<file path="config.mk">
export PLATFORM = sky130hd
export DESIGN_NAME = fir_mac_serial
export DESIGN_NICKNAME = d
export VERILOG_FILES = /design/src/rtl/fir_mac_serial.sv
export SDC_FILE = /design/constraint.sdc
export NUM_CORES = 2
export LEC_CHECK = 0
export ABC_AREA = 0
export CAP_MARGIN = 15
export CORE_MARGIN = 2
export CORE_UTILIZATION = 55
export CTS_BUF_LIST = sky130_fd_sc_hd__clkbuf_2
export CTS_CLUSTER_DIAMETER = 80
export DETAILED_ROUTE_END_ITERATION = 16
export PLACE_DENSITY = 0.78
export REMOVE_ABC_BUFFERS = 1
export SYNTH_ARGS = -nofsm -noshare
export SYNTH_HDL_FRONTEND = slang
export SYNTH_SLANG_ARGS = --single-unit
</file>
<file path="constraint.sdc">
create_clock -name clk_i -period 11.5 [get_ports clk_i]
set_clock_uncertainty 0.05 [all_clocks]
set_input_delay 1.15 -clock clk_i [delete_from_list [all_inputs] [get_ports clk_i]]
set_output_delay 1.15 -clock clk_i [all_outputs]
set_load 0.005 [all_outputs]
</file>
<file path="src/rtl/fir_mac_serial.sv">
`default_nettype none
// ============================================================================
// Module   : fir_mac_serial
// Brief    : Time-multiplexed single-multiplier FIR, one tap per cycle,
//            full-precision Q(ACC_M).ACC_N output with valid/ready handshake.
// Revision : 1.0 - initial release
// ============================================================================
module fir_mac_serial #(
    parameter  int TAPS  = 16,
    parameter  int N_X   = 15,
    parameter  int N_C   = 15,
    localparam int G     = $clog2(TAPS),
    localparam int ACC_M = 2 + G,
    localparam int ACC_N = N_X + N_C,
    localparam int ACC_W = ACC_M + ACC_N
) (
    input  logic             clk_i,
    input  logic             rst_i,
    input  logic [N_X:0]     sample_i,
    input  logic             sample_valid_i,
    output logic             sample_ready_o,
    input  logic             coef_we_i,
    input  logic [G-1:0]     coef_addr_i,
    input  logic [N_C:0]     coef_data_i,
    output logic [ACC_W-1:0] acc_o,
    output logic             acc_valid_o,
    input  logic             acc_ready_i,
    output logic             busy_o
);

    localparam int PROD_W = N_X + N_C + 2;

    typedef enum logic [1:0] {
        ST_IDLE = 2'd0,
        ST_MAC  = 2'd1,
        ST_DONE = 2'd2
    } state_t;

    state_t r_state;
    state_t w_state_nxt;

    logic signed [N_X:0]    r_x [TAPS];
    logic signed [N_C:0]    r_c [TAPS];
    logic [G-1:0]           r_wptr;
    logic [G-1:0]           r_k;
    logic [G-1:0]           w_idx;
    logic signed [ACC_W-1:0] r_acc;
    logic signed [PROD_W-1:0] w_prod;
    logic signed [ACC_W-1:0] w_prod_ext;
    logic signed [ACC_W-1:0] w_sum;
    logic                   w_accept;
    logic                   w_last;

    assign sample_ready_o = (r_state == ST_IDLE) && !rst_i;
    assign busy_o         = (r_state != ST_IDLE);
    assign acc_valid_o    = (r_state == ST_DONE);
    assign w_accept       = sample_valid_i && sample_ready_o;
    assign w_last         = (r_k == G'(TAPS - 1));

    // Index arithmetic wraps naturally because TAPS is a power of two.
    assign w_idx      = r_wptr - r_k;
    assign w_prod     = r_x[w_idx] * r_c[r_k];
    assign w_prod_ext = {{(ACC_W - PROD_W){w_prod[PROD_W-1]}}, w_prod};
    assign w_sum      = r_acc + w_prod_ext;

    always_ff @(posedge clk_i) begin
        if (rst_i) begin
            r_state <= ST_IDLE;
        end else begin
            r_state <= w_state_nxt;
        end
    end

    always_comb begin
        w_state_nxt = r_state;
        case (r_state)
            ST_IDLE: if (w_accept)    w_state_nxt = ST_MAC;
            ST_MAC:  if (w_last)      w_state_nxt = ST_DONE;
            ST_DONE: if (acc_ready_i) w_state_nxt = ST_IDLE;
            default:                  w_state_nxt = ST_IDLE;
        endcase
    end

    always_ff @(posedge clk_i) begin
        if (rst_i) begin
            for (int i = 0; i < TAPS; i++) begin
                r_x[i] <= '0;
                r_c[i] <= '0;
            end
            r_wptr <= '0;
            r_k    <= '0;
            r_acc  <= '0;
            acc_o  <= '0;
        end else begin
            // Coefficients are frozen outside IDLE so a sample never sees a mix.
            if ((r_state == ST_IDLE) && coef_we_i) begin
                r_c[coef_addr_i] <= coef_data_i;
            end
            case (r_state)
                ST_IDLE: begin
                    if (w_accept) begin
                        r_x[r_wptr] <= sample_i;
                        r_acc       <= '0;
                        r_k         <= '0;
                    end
                end
                ST_MAC: begin
                    r_acc <= w_sum;
                    r_k   <= r_k + G'(1);
                    if (w_last) begin
                        acc_o <= w_sum;
                    end
                end
                ST_DONE: begin
                    if (acc_ready_i) begin
                        r_wptr <= r_wptr + G'(1);
                    end
                end
                default: ;
            endcase
        end
    end

endmodule
`default_nettype wire
</file>
==> reports/qor.yml <==
drtPass1Iterations: 8
async_reset_ff_share_pct: 0
ctsHoldBuffers: 0
end_kind: "register"
post_cts_resized: 0
min_period_ns: 9.80
critPathArrivalTime_ns: 10.95
post_cts_buffers: 0
port_buffers: 79
cts.sinks: 598
drive_gt1_share_pct: 15.2
status: "completed"
clk_latency_ns: 1.35
core_um2: 68500
ys.flop_type: "edfxtp_1"
startpoint_type: "register"
grt_pass1_wl_um: 144000
yosysWarningCount: 0
drc: 0
die_h_um: 267
grt_overflow: 0
synth-edff-count: 512
drt-initial-drc-count: 1883
die_w_um: 267
ios: 80
synth-seq-area-share_pct: 45.0
rsz0062_at_grt: "no"
start_util_pct: 55.5
nets: 3677
timing_hold_violations_final: 0
slew_violations: 0
fp-row-count: 96
final_common_cell: "and2_1"
numCtsBuffers: 146
routedWlPerCell_um: 22.0
antenna_found_initial: 2
synth_seq_cells: 598
track_usage_pct: 26.8
wl_um: 92200
slew_headroom_pct: 13.4
reg2reg_depth: 27
synth_cell_types: 60
drv_cap: 0
cts_tree: "yes"
syn_to_final_growth_pct: 8.15
final_cell_mix: "and2_1, edfxtp_1, inv_1"
grt_max_degree: 65
fin_crit_sh_pct: 85.2
setup_viol: 0
max_freq_mhz: 102
cp_max_fo: 33
drtAntennaViolNets: 0
clockBufferDepth: 3
cts-root-buf: "clkbuf_2"
grt_pass1_vias: 25600
worstPathRequired_ns: 12.66
hold_path_depth: 2
path_class: "register to register"
hold_class: "register to register"
vias: 24000
fin_area_um2: 41100
clk_pin_slew_ns: 0.11
placed_area_um2: 39700
fin_util_pct: 60.0
dieArea_um2: 71200
hpwl_um: 63800
max_slew.worst_pin.slew_ns: 1.26
syn-instance-count: 3079
drt-vias-per-instance: 5.71
h-tree-depth: 4
netlist_area_um2: 38000
fin_setup_tns_ns: 0
gp_congestion: 0.967
avgSynthCellArea_um2: 12.3
metrics by stage:
| step | setup WS (ns) | hold WS, ns | std cells |
|---|---|---|---|
| 2_1_floorplan | 1.64 | 0.381 | 2923 |
| 3_3_place_gp | 1.84 | 0.392 | 3938 |
| 3_5_place_dp | 1.62 | 0.396 | 3939 |
| 4_1_cts | 1.69 | 0.352 | 4198 |
| 5_1_grt | 1.42 | 0.394 | 4200 |
| 6_report | 1.70 | 0.406 | 4201 |
worst max-delay path, stage by stage (launching register included):
cell	delay, ns
dfxtp_1	0.37
inv_1	0.19
ha_4	0.16
inv_1	0.05
fa_2	1.18
buf_4	0.46
buf_4	0.29
mux4_2	0.23
mux2i_1	0.08
mux2i_1	0.72
nand2_1	0.19
fa_1	0.57
inv_1	0.06
fa_1	0.50
inv_1	0.06
fa_1	0.57
inv_1	0.07
fa_1	0.47
fa_1	0.53
fa_1	0.42
ha_1	0.39
nand3_1	0.15
nor4_2	0.37
o21ai_2	0.16
a2111oi_4	0.58
nor2_1	0.20
o31a_1	0.35
a211o_1	0.28
registers in the layout, summed over array words and instances, names as in the netlist, named ones only:
| register | cells |
|---|---|
| r_c | 256 |
| r_wptr | 4 |
| r_acc | 36 |
| r_x | 256 |
| r_state | 2 |
| r_k | 4 |
| acc_o | 36 |
metal layers:
layer / wire, um / global-route usage [%] / part of all wire (%)
met5: 0 / 0 / 0
met4: 2930 / 10.7 / 3.2
met1: 36300 / 34.6 / 39
met2: 45500 / 44.8 / 49
met3: 7500 / 5.40 / 8.1
final timing paths:
kind,startpoint,endpoint,slack [ns]
setup reg to reg,r_wptr[0],acc_o[31],1.70
hold / removal,acc_o[5],acc_o[5],0.41
hold reg to reg,acc_o[5],acc_o[5],0.41
setup / recovery,r_wptr[0],acc_o[31],1.70
logic make-up (layout without fill, tap and decap cells):
logic type / after synthesis / count (layout) / synth area share, %
buffers and inverters: 521 / 759 / 5.36
multiplexers: 211 / 211 / 10.0
other: 0 / 2 / 0
XOR/XNOR: 39 / 39 / 0.899
AO/OA/AOI/OAI: 193 / 193 / 3.13
adder cells (fa/ha/maj): 430 / 430 / 20.4
AND/OR/NAND/NOR: 1087 / 1087 / 15.2
flip-flops: 598 / 598 / 45.0
final cells by class:
cell class	instances	area (um^2)
antenna	2	5.00
clock buffer	210	1050
clock inverter	49	340
fill	5378	27400
inverter	365	1370
multi-input combinational	1960	18900
sequential	598	17100
tap	882	1100
timing repair buffer	135	1220
synthesized netlist by cell type, types with 3 or more instances:
cell type	number	area, um^2
and2_1	523	3270
edfxtp_1	512	15400
inv_1	364	1370
fa_1	316	6330
nand2_1	214	803
nor2_1	194	728
mux4_2	134	3020
ha_1	114	1430
clkbuf_1	107	402
dfxtp_1	86	1720
a21oi_1	71	355
mux2i_1	54	541
or2_2	41	257
o21ai_0	39	195
buf_2	36	180
xnor2_1	29	254
nand3_1	28	140
nor3_1	23	115
mux2_2	22	248
nand2b_1	15	93.8
a21o_1	13	97.6
nor2b_1	12	75.1
o21ai_1	12	60.1
o21a_1	11	82.6
xor2_1	10	87.6
or3_1	8	50.1
nor3b_1	7	52.6
a22oi_1	6	45.0
buf_1	6	22.5
nand3b_1	6	45.0
a211oi_1	5	37.5
a31oi_1	5	31.3
and3_1	5	31.3
buf_4	5	37.5
nand4_1	4	25.0
o21ai_2	4	35.0
a211o_1	3	26.3
a22o_1	3	26.3
o21bai_1	3	22.5
o31ai_1	3	22.5
Power is left out: the tool's default activity adds up to more than one toggle a clock period on the data nets, which glitch-free logic cannot reach.
